==> src/rtl/prmcu_uart_pkg.sv <==
// Shared constants and types for the prmcu UART receive path.
// Word width follows the UART data path (8 data bits plus optional 9th).
package prmcu_uart_pkg;

    localparam int UART_DATA_W        = 9;
    localparam int UART_RX_FIFO_DEPTH = 16;

    typedef logic [UART_DATA_W-1:0] uart_word_t;

endpackage

==> src/rtl/prmcu_uart_fifo_mem.sv <==
// FIFO storage: register array with one synchronous write port
// and one asynchronous read port; contents are never reset.
module prmcu_uart_fifo_mem
    import prmcu_uart_pkg::*;
#(
    parameter int DEPTH  = UART_RX_FIFO_DEPTH,
    parameter int DATA_W = UART_DATA_W,
    localparam int AW    = $clog2(DEPTH)
) (
    input  logic              clk,
    input  logic              i_we,
    input  logic [AW-1:0]     i_waddr,
    input  logic [DATA_W-1:0] i_wdat,
    input  logic [AW-1:0]     i_raddr,
    output logic [DATA_W-1:0] o_rdat
);

    logic [DATA_W-1:0] r_mem [DEPTH];

    always_ff @(posedge clk) begin
        if (i_we) begin
            r_mem[i_waddr] <= i_wdat;
        end
    end

    assign o_rdat = r_mem[i_raddr];

endmodule

==> src/rtl/prmcu_uart_rx_fifo.sv <==
// UART receive FIFO: never stalls the UART, drops words when full
// with a sticky overflow flag, and reports level and threshold irq.
module prmcu_uart_rx_fifo
    import prmcu_uart_pkg::*;
#(
    parameter int DEPTH  = UART_RX_FIFO_DEPTH,
    parameter int DATA_W = UART_DATA_W,
    localparam int AW    = $clog2(DEPTH),
    localparam int PW    = AW + 1
) (
    input  logic              clk,
    input  logic              rst,
    input  logic              clear_i,
    input  logic [DATA_W-1:0] in_dat_i,
    input  logic              in_vld_i,
    output logic              in_rdy_o,
    output logic [DATA_W-1:0] out_dat_o,
    output logic              out_vld_o,
    input  logic              out_rdy_i,
    input  logic [PW-1:0]     threshold_i,
    output logic [PW-1:0]     level_o,
    output logic              full_o,
    output logic              overflow_o,
    input  logic              overflow_clr_i,
    output logic              thr_irq_o
);

    localparam logic [PW-1:0] FULL_LVL = PW'(DEPTH);

    logic [PW-1:0] r_wr_ptr;
    logic [PW-1:0] r_rd_ptr;
    logic          r_overflow;
    logic          r_rdy;

    logic [PW-1:0] w_level;
    logic          w_full;
    logic          w_empty;
    logic          w_push;
    logic          w_pop;
    logic          w_wr_en;
    logic          w_drop;

    assign w_level = r_wr_ptr - r_rd_ptr;
    assign w_full  = (w_level == FULL_LVL);
    assign w_empty = (r_wr_ptr == r_rd_ptr);

    assign w_push  = in_vld_i && r_rdy;
    assign w_pop   = !w_empty && out_rdy_i;

    // A pop in the same cycle frees the slot, so a full push still lands.
    assign w_wr_en = w_push && (!w_full || w_pop) && !clear_i;
    assign w_drop  = w_push && w_full && !w_pop && !clear_i;

    always_ff @(posedge clk) begin
        if (rst) begin
            r_wr_ptr   <= '0;
            r_rd_ptr   <= '0;
            r_overflow <= 1'b0;
            r_rdy      <= 1'b0;
        end else begin
            r_rdy <= 1'b1;
            if (clear_i) begin
                r_wr_ptr   <= '0;
                r_rd_ptr   <= '0;
                r_overflow <= 1'b0;
            end else begin
                if (w_wr_en) begin
                    r_wr_ptr <= r_wr_ptr + 1'b1;
                end
                if (w_pop) begin
                    r_rd_ptr <= r_rd_ptr + 1'b1;
                end
                if (w_drop) begin
                    r_overflow <= 1'b1;
                end else if (overflow_clr_i) begin
                    r_overflow <= 1'b0;
                end
            end
        end
    end

    prmcu_uart_fifo_mem #(
        .DEPTH  (DEPTH),
        .DATA_W (DATA_W)
    ) u_mem (
        .clk     (clk),
        .i_we    (w_wr_en),
        .i_waddr (r_wr_ptr[AW-1:0]),
        .i_wdat  (in_dat_i),
        .i_raddr (r_rd_ptr[AW-1:0]),
        .o_rdat  (out_dat_o)
    );

    assign in_rdy_o   = r_rdy;
    assign out_vld_o  = !w_empty;
    assign level_o    = w_level;
    assign full_o     = w_full;
    assign overflow_o = r_overflow;
    assign thr_irq_o  = (threshold_i != '0) && (w_level >= threshold_i);

endmodule

==> config.mk <==
export PLATFORM = sky130hd
export DESIGN_NAME = prmcu_uart_rx_fifo
export DESIGN_NICKNAME = d
export VERILOG_FILES = /design/src/rtl/prmcu_uart_pkg.sv /design/src/rtl/prmcu_uart_fifo_mem.sv /design/src/rtl/prmcu_uart_rx_fifo.sv
export SDC_FILE = /design/constraint.sdc
export NUM_CORES = 1
export LEC_CHECK = 0
export BUFFER_PORTS_ARGS = -buffer_cell sky130_fd_sc_hd__buf_2
export CORE_MARGIN = 1
export CORE_UTILIZATION = 50
export DETAILED_ROUTE_END_ITERATION = 8
export PLACE_DENSITY = 0.74
export SYNTH_ARGS = -nofsm -noshare
export SYNTH_HDL_FRONTEND = slang
export SYNTH_HIERARCHICAL = 1
export SYNTH_SLANG_ARGS = --single-unit
export TNS_END_PERCENT = 1
==> constraint.sdc <==
create_clock -name clk -period 4.44 [get_ports clk]
set_input_delay 0.888 -clock clk [delete_from_list [all_inputs] [get_ports clk]]
set_output_delay 0.888 -clock clk [all_outputs]
set_load 0.03 [all_outputs]
**Word-level counts from Yosys, hierarchy flattened**

Memories as Yosys holds them, arrays and structs flattened. A register that Yosys moved wholly into a read port is not among the register bits.
Cells that the tools add are included.

- Bits in registers: 12
- Bits in latches: 0
- RAM bits: 144
- Memory bits (read-only): 0
- Bits of input ports: 20
- Output and inout bits: 19
- Logic and storage cells: 34
- Memories kept: 1

Memory list:

| memory | words | width | rd ports | clocked after memory_dff | wr ports | line | text |
|---|---|---|---|---|---|---|---|
| u_mem.r_mem | 16 | 9 | 1 | 1 | 1 | prmcu_uart_fifo_mem.sv:18 | `logic [DATA_W-1:0] r_mem [DEPTH];` |

- Add/sub/neg operators: 3
- $mul: 0
- Div/mod/pow operators: 0
- Order comparisons: 1
- Equality and inequality tests: 2
- Shift-type cells: 0
- Muxes and demuxes: 7
- Bitwise operators: 0
- Reduce and logical (&&, ||, !) cells: 16

Operators with widths:

| operator | number |
|---|---|
| $add 5x1->5 const B | 2 |
| $logic_and 1x1->1 | 8 |
| $mux 4 | 2 |
| $eq 5x5->1 | 1 |
| $eq 5x5->1 const B | 1 |
| $ge 5x5->1 | 1 |
| $mux 1 | 5 |
| $reduce_bool 5->1 | 1 |
| $sub 5x5->5 | 1 |
| $logic_not 1->1 | 4 |
| $reduce_bool 2->1 | 1 |
| $reduce_or 2->1 | 1 |
| $logic_or 1x1->1 | 1 |

**Longest topological paths before layout**

Gate-level depths: netlist of the first run.

- Depth after elaboration: 8
- Depth in mapped cells: 10
- Gate-level depth less buffers: 10

**Cells and area by module**

Netlist of the first run, hierarchy kept.

By module, submodules not included:

| module | instances | cells an instance | area an instance (um2) | seq. area each (um2) |
|---|---|---|---|---|
| prmcu_uart_fifo_mem | 1 | 245 | 5600.4 | 4324.1 |
| prmcu_uart_rx_fifo | 1 | 104 | 893.4 | 240.2 |

**Worst setup path after synthesis of the first run**

Ideal clock, no wire load.

- Kind: register to register
- Start: register r_wr_ptr[0]
- End: memory u_mem/r_mem[0][0] (netlist bit), enable pin
- Setup time: 0.387 ns
- Data arrival time: 3.784 ns
- Data required time: 4.053 ns
- Slack: 0.269 ns
- Stages on the path, launching flop included: 11
- Buffers on the path: 0
- Clock period less this slack: 4.171 ns
- Cell sequence: dfxtp_1 inv_1 ha_1 fa_1 xnor2_1 or3_4 nor2_4 a31oi_4 nor2b_1 or3b_2 nor3_1

- Longest elaborated chain between the ends: 8
- Elaborated cells on any way between the ends: 11
- Classes of those cells: 1 x add/sub; 2 x eq/ne; 2 x mux; 6 x reduce/logical

RTL lines:

| element | line | text |
|---|---|---|
| start, declared | prmcu_uart_rx_fifo.sv:30 | `logic [PW-1:0] r_wr_ptr;` |
| start signal, assigned | prmcu_uart_rx_fifo.sv:68 | `r_wr_ptr <= r_wr_ptr + 1'b1;` |
| $sub 5x5->5 | prmcu_uart_rx_fifo.sv:43 | `assign w_level = r_wr_ptr - r_rd_ptr;` |
| net level_o[2] | prmcu_uart_rx_fifo.sv:21 | `output logic [PW-1:0] level_o,` |
| $eq 5x5->1 | prmcu_uart_rx_fifo.sv:44 | `assign w_full = (w_level == FULL_LVL);` |
| $logic_not 1->1 | prmcu_uart_rx_fifo.sv:51 | `assign w_wr_en = w_push && (!w_full \|\| w_pop) && !clear_i;` |
| $logic_or 1x1->1 | prmcu_uart_rx_fifo.sv:51 |  |
| $logic_and 1x1->1 (2 in a row) | prmcu_uart_rx_fifo.sv:51 |  |
| net w_wr_en | prmcu_uart_rx_fifo.sv:40 | `logic w_wr_en;` |
| $mux 1 | prmcu_uart_fifo_mem.sv:21 | `if (i_we) begin` |
| $mux 1 (not written as such) | prmcu_uart_fifo_mem.sv:22 | `r_mem[i_waddr] <= i_wdat;` |
| end, declared | prmcu_uart_fifo_mem.sv:18 |  |

The timed path passes the listed nets, and every way through them passes these cells.

**Worst setup path after layout of the first run**

- Start: register r_wr_ptr[0]
- End: memory u_mem/r_mem[3][4] (netlist bit), enable pin

- Longest elaborated chain between the ends: 8
- Elaborated cells on any way between the ends: 11
- Classes of those cells: 1 x add/sub; 2 x eq/ne; 2 x mux; 6 x reduce/logical

RTL lines:

| element | line |
|---|---|
| $sub 5x5->5 or $eq 5x5->1 (tied branches) | prmcu_uart_rx_fifo.sv:43, prmcu_uart_rx_fifo.sv:45 |
| $eq 5x5->1 or $logic_not 1->1 (tied branches) | prmcu_uart_rx_fifo.sv:44, prmcu_uart_rx_fifo.sv:48 |
| $logic_not 1->1 or $logic_and 1x1->1 (tied branches) | prmcu_uart_rx_fifo.sv:51, prmcu_uart_rx_fifo.sv:48 |
| $logic_or 1x1->1 * | prmcu_uart_rx_fifo.sv:51 |
| $logic_and 1x1->1 * (2 in a row) | prmcu_uart_rx_fifo.sv:51 |
| net w_wr_en | prmcu_uart_rx_fifo.sv:40 |
| $mux 1 * | prmcu_uart_fifo_mem.sv:21 |
| $mux 1 (not written as such) * | prmcu_uart_fifo_mem.sv:22 |

The timed path passes the listed nets; every way through them passes the cells marked *.

==> results of run 1 <==
-- layer usage --
| layer | GRT usage [%] | share of wire, % |
|---|---|---|
| met5 | 0 | 0 |
| met4 | 10.09 | 1.7 |
| met3 | 4.812 | 5.1 |
| met2 | 32.98 | 49 |
| met1 | 27.25 | 44 |
-- sequential cells by signal, summed over array words and instances (netlist names) --
| name | cells |
|---|---|
| overflow_o | 1 |
| in_rdy_o | 1 |
| u_mem/r_mem | 144 |
| r_rd_ptr | 5 |
| r_wr_ptr | 5 |
-- worst max-delay path, delay by kind of cell (launching register included) --
| kind | cells | cell delay (ns) |
|---|---|---|
| simple gates | 4 | 1.58 |
| xor+xnor | 1 | 0.17 |
| fa+ha+maj | 2 | 0.63 |
| buf+inv | 1 | 0.11 |
| flops | 1 | 0.54 |
| compound gates | 2 | 0.56 |
-- Yosys cell counts (5+ instances only) --
master      n  area (um2)
edfxtp_1  144        4324
nor2_1     25       93.84
mux4_2     21       473.0
a22oi_1    18       135.1
inv_1      17       63.81
mux4_1     15       394.1
nand2_1    15       56.30
dfxtp_1    12       240.2
ha_1       11       137.6
a21oi_1     8       40.04
a21o_1      6       45.04
nand3_1     5       25.02
xnor2_1     5       43.79
-- cells in the final DEF (no fill, tap or decap), types with 15 or more instances in the layout --
cell type / n
edfxtp_1: 144
buf_2: 38
nor2_1: 25
a22oi_1: 18
clkbuf_16: 17
buf_4: 15
inv_1: 17
mux4_2: 21
nand2_1: 15
mux4_1: 15
-- power by group through the flow --
stage               sequential [mW]  clock, mW  combinational (mW)
global placement               1.64          0              0.0896
detailed placement             1.64          0              0.0942
finish                         1.61       1.50              0.0924
floorplan                      1.64          0              0.0496
CTS                            1.61       1.53              0.0946
global route                   1.61       1.59               0.102
-- stage by stage --
step / total power [mW] / utilization [%] / hold slack [ns] / cell area (um2)
after global placement: 1.730 / 54.70 / 0.4761 / 6903
final: 3.205 / 59.55 / 0.5040 / 7515
after CTS: 3.230 / 59.55 / 0.5056 / 7515
after detailed placement: 1.735 / 54.70 / 0.4808 / 6903
after global routing: 3.302 / 59.55 / 0.5395 / 7515
after floorplan: 1.691 / - / 0.5367 / 6494
-- area by class of cell --
class / count / area (um2)
fillers: 926 / 5105
flip-flops and latches: 156 / 4566
multi-input cells: 164 / 1755
clock buffers: 21 / 440.4
repair buffers: 53 / 302.8
well taps: 172 / 215.2
clock inverters: 10 / 171.4
inverters: 17 / 63.81
-- path summary, 6_finish.rpt --
| kind | startpoint | to | slack [ns] | depth (start not counted) |
|---|---|---|---|---|
| setup / recovery | r_wr_ptr[0]$_SDFFE_PP0P_ | u_mem/r_mem[3][4]$_DFFE_PP_ | 0.45 | 10 |
| hold / removal | overflow_o$_SDFFE_PP0P_ | overflow_o$_SDFFE_PP0P_ | 0.50 | 2 |
| setup reg to reg | r_wr_ptr[0]$_SDFFE_PP0P_ | u_mem/r_mem[3][4]$_DFFE_PP_ | 0.45 | 10 |
| hold reg to reg | overflow_o$_SDFFE_PP0P_ | overflow_o$_SDFFE_PP0P_ | 0.50 | 2 |
-- cells by family (layout without fill, tap and decap cells) --
kind of cell	Yosys count	in the layout	share of synthesized area, %
buf+inv	29	101	2.678
mux	37	37	13.51
simple gates	70	70	5.318
compound gates	36	36	4.220
xor+xnor	9	9	1.561
fa+ha+maj	12	12	2.428
flops	156	156	70.29
==> flow_metrics.py, run 1 <==
metrics = {
    "outcome": {
        "status": "finished, final reports clean",
    },
    "timing": {
        "clock_skew_ns": 0.02146,
        "min_period_over_period_pct": 89.95,
        "fmax_mhz": 250.4,
        "min_period_ns": 3.994,
        "fin_ws_ns": 0.4462,
        "setup_violations": 0,
        "rsz0062_at_grt": "false",
        "tightestPinTransition_ns": 0.9248,
        "slew_viol_final": 0,
        "tns_ns": 0,
        "hold_viol_final": 0,
        "slew_headroom_pct": 38.22,
    },
    "synth": {
        "yosysWarnings": 6,
        "synthArstFlopShare_pct": 0,
        "syn_inst": 349,
        "yosys_most_used_dff": "edfxtp_1",
        "avgSynthCellArea_um2": 18.61,
        "syn_area_um2": 6494,
        "synth_edf_count": 144,
        "syn_nets": 381,
        "ys_ff_latch": 156,
        "synth_seq_area_share_pct": 70.29,
        "synth_cell_types": 44,
    },
    "placement": {
        "dp_slack_ns": 0.4719,
        "dp.cells": 562,
        "place.gp.congestion": 0.8041,
        "portBuffers": 38,
        "place_hpwl_um": 8020,
    },
    "clock_tree": {
        "cts.root.buffer_cell": "clkbuf_16",
        "cts_hold_buf": 0,
        "clock_latency_ns": 0.42,
        "clockBufferDepth": 2,
        "cts_tree": "yes",
        "clk_pin_slew_ns": 0.06,
        "cts_setup_buffers": 0,
        "ctsResizeCount": 0,
        "numCtsBuffers": 17,
        "cts.sinks": 156,
        "h-tree-depth": 4,
    },
    "global_routing": {
        "grt_util_all_layers_pct": 20.78,
        "antenna_found_initial": 0,
        "grt_max_degree": 40,
        "grt-ovfl-total": 0,
        "grt_pass1_vias": 3469,
        "grt_pass1_wl_um": 19330,
    },
    "setup_path": {
        "cp-start-kind": "flop",
        "cp_max_fo": 10,
        "critPathArrivalTime_ns": 4.02,
        "cp-end-kind": "flop",
        "slowest_stage": "nor2_1",
        "cpPeakStageDelay_ns": 0.64,
        "cp.required_ns": 4.47,
        "criticalPathCategory": "flop to flop",
        "worstPathCellList": "inv_1, ha_1, fa_1, nand2b_1, a21oi_1, xor2_2, a31oi_4, nor2b_1, or3b_2, nor2_1",
    },
    "finish": {
        "insertedDiodeCount": 0,
        "syn_to_final_growth_pct": 15.72,
        "finalNetCount": 441,
        "final_layout_size_suffix_gt1_share_pct": 25.65,
        "final_cell_count_no_fill": 593,
    },
    "die": {
        "io_pins": 39,
        "chipHeight_um": 116.0,
        "die-area_um2": 13450,
        "die_w_um": 116.0,
        "num_rows": 41,
        "initial_core_util_pct": 51.46,
        "fp.coreArea_um2": 12620,
    },
    "pwr": {
        "power_frac_seq_pct": 50.2,
        "internal-power_mw": 2.625,
        "p_per_area_nw_per_um2": 426.5,
        "switching_share_pct": 18.08,
        "p_comb_share_pct": 2.9,
        "clkPwrFrac_pct": 46.9,
        "ir_drop_v": 0.0003308,
        "leakagePower_nw": 2.581,
        "switchingPower_mw": 0.5794,
    },
    "drt": {
        "routed_wl_um": 12680,
        "initialDrtViolationCount": 260,
        "via_count": 3346,
        "avgViaCountPerCell": 5.642,
        "ant_nets": 0,
        "drc": 0,
        "drtPass1Iterations": 5,
        "avgRoutedWirePerCell_um": 21.38,
    },
    "worst_hold_path": {
        "hold_class": "flop to flop",
    },
    "flow_run": {
        "drv_cap": 0,
    },
}
No activity file was read; power rests on OpenSTA's default activity.
==> run 2, diff against run 1 <==
CORE_ASPECT_RATIO = 0.9   (was default)
==> flow_metrics.py, run 2 (same netlist as run 1, synthesis figures left out) <==
metrics = {
    "clock_tree": {
        "cts_hold_buf": 0,
        "h-tree-depth": 4,
        "ctsResizeCount": 0,
        "cts_setup_buffers": 0,
        "clk_pin_slew_ns": 0.06,
        "cts.root.buffer_cell": "clkbuf_16",
        "numCtsBuffers": 17,
        "clock_latency_ns": 0.42,
        "cts.sinks": 156,
        "clockBufferDepth": 2,
        "cts_tree": "yes",
    },
    "timing": {
        "rsz0062_at_grt": "false",
        "setup_violations": 0,
        "slew_viol_final": 0,
        "holdWs_ns": 0.5246,
        "tightestPinTransition_ns": 1.012,
        "tns_ns": 0,
        "clock_skew_ns": 0.008474,
        "slew_headroom_pct": 32.38,
        "min_period_ns": 4.064,
        "fmax_mhz": 246.1,
        "hold_viol_final": 0,
        "min_period_over_period_pct": 91.53,
    },
    "die": {
        "initial_core_util_pct": 51.18,
        "io_pins": 39,
        "die_w_um": 122.1,
        "chipHeight_um": 110.1,
        "fp.coreArea_um2": 12690,
        "die-area_um2": 13450,
        "num_rows": 39,
    },
    "finish": {
        "layout_common_cells": "edfxtp_1 (144), buf_2 (38), nor2_1 (25)",
        "n_fill_cell": 910,
        "reg_top3": "u_mem/r_mem (144), r_rd_ptr (5), r_wr_ptr (5)",
        "stdcell_area_um2": 7559,
        "finalNetCount": 442,
        "final_common_cell": "edfxtp_1",
        "multi_input_area_um2": 1755,
        "regArea_um2": 4566,
        "largest_reg_flops": 144,
        "final_layout_size_suffix_gt1_share_pct": 27.42,
        "regMostFlops": "u_mem/r_mem",
        "insertedDiodeCount": 0,
        "syn_to_final_growth_pct": 16.40,
    },
    "global_routing": {
        "grt-ovfl-total": 0,
        "grt_util_all_layers_pct": 21.30,
        "grt_max_degree": 40,
        "antenna_found_initial": 0,
        "grt_pass1_wl_um": 19810,
        "grt_pass1_vias": 3481,
    },
    "setup_path": {
        "cp.required_ns": 4.48,
        "cp-start-kind": "flop",
        "rr_worst_depth": 10,
        "r2r-end": "u_mem/r_mem[1][1]$_DFFE_PP_",
        "cp_max_fo": 10,
        "reg2reg_from": "r_wr_ptr[0]$_SDFFE_PP0P_",
        "critPathArrivalTime_ns": 4.10,
        "cp-end-kind": "flop",
        "criticalPathCategory": "flop to flop",
        "ff2ff_setup_slack_ns": 0.38,
    },
    "drt": {
        "avgViaCountPerCell": 5.712,
        "initialDrtViolationCount": 440,
        "routed_wl_um": 13010,
        "via_count": 3353,
        "drc": 0,
        "drtPass1Iterations": 4,
        "ant_nets": 0,
        "avgRoutedWirePerCell_um": 22.16,
    },
    "pwr": {
        "total_power_mw": 3.284,
        "power_frac_seq_pct": 49.0,
        "switchingPower_mw": 0.6286,
        "leakagePower_nw": 2.595,
        "p_comb_share_pct": 2.8,
        "clkPwrFrac_pct": 48.2,
        "switching_share_pct": 19.14,
        "ir_drop_v": 0.0002576,
        "p_per_area_nw_per_um2": 434.4,
        "internal-power_mw": 2.655,
    },
    "placement": {
        "portBuffers": 38,
        "place.gp.congestion": 0.8200,
        "dpl_cell_area_um2": 6900,
        "place_hpwl_um": 8214,
    },
    "worst_hold_path": {
        "hold_class": "flop to flop",
        "min_path_cells": 2,
        "min_from": "overflow_o$_SDFFE_PP0P_",
        "holdPathEnd": "overflow_o$_SDFFE_PP0P_",
    },
    "flow_run": {
        "drv_cap": 0,
    },
    "outcome": {
        "status": "finished, final reports clean",
    },
}
run 2: through the flow:
stage | utilization, % | setup slack [ns] | std cells
floorplan | - | 0.2692 | 349
global placement | 54.39 | 0.6423 | 555
detailed placement | 54.39 | 0.3814 | 555
CTS | 59.58 | 0.3662 | 587
global route | 59.58 | 0.1197 | 587
finish | 59.58 | 0.3761 | 587
run 2: how the worst max path moves through the flow:
stage                                   startpoint                     endpoint  slack (ns)
after floorplan           r_wr_ptr[0]$_SDFFE_PP0P_  u_mem/r_mem[0][0]$_DFFE_PP_        0.27
after global placement    r_wr_ptr[0]$_SDFFE_PP0P_  u_mem/r_mem[3][0]$_DFFE_PP_        0.64
after detailed placement  r_wr_ptr[0]$_SDFFE_PP0P_  u_mem/r_mem[3][0]$_DFFE_PP_        0.38
after CTS                 r_wr_ptr[0]$_SDFFE_PP0P_  u_mem/r_mem[3][7]$_DFFE_PP_        0.37
after global routing      r_wr_ptr[0]$_SDFFE_PP0P_  u_mem/r_mem[1][1]$_DFFE_PP_        0.12
final                     r_wr_ptr[0]$_SDFFE_PP0P_  u_mem/r_mem[1][1]$_DFFE_PP_        0.38
run 2: per-layer routing:
layer | track usage [%] | wire length (um) | up-vias
li1 | - | - | 1519
met1 | 27.77 | 5394 | 1681
met2 | 34.06 | 6384 | 138
met3 | 5.504 | 992 | 15
met4 | 9.408 | 233 | 0
met5 | 0 | 0 | -
run 2: critical path, stage by stage, from the launching register on:
cell	delay, ns
dfxtp_1	0.52
inv_1	0.11
ha_1	0.23
fa_1	0.39
nand2b_1	0.15
a21oi_1	0.25
xor2_2	0.18
a31oi_4	0.33
nor2b_1	0.30
or3b_2	0.52
nor2_1	0.69
run 2: power by group through the flow:
| stage | combinational, mW | sequential, mW | clock (mW) |
|---|---|---|---|
| floorplan | 0.0496 | 1.64 | 0 |
| CTS | 0.0922 | 1.61 | 1.60 |
| global route | 0.0998 | 1.61 | 1.65 |
| detailed placement | 0.0921 | 1.64 | 0 |
| finish | 0.0909 | 1.61 | 1.58 |
| global placement | 0.0886 | 1.64 | 0 |
run 2: area by class of cell:
| cell class | count | share of cell area (%) |
|---|---|---|
| flip-flops and latches | 156 | 60.40 |
| clock inverters | 13 | 2.847 |
| clock buffers | 19 | 5.860 |
| repair buffers | 54 | 4.105 |
| well taps | 164 | 2.715 |
| multi-input cells | 164 | 23.22 |
| inverters | 17 | 0.8442 |
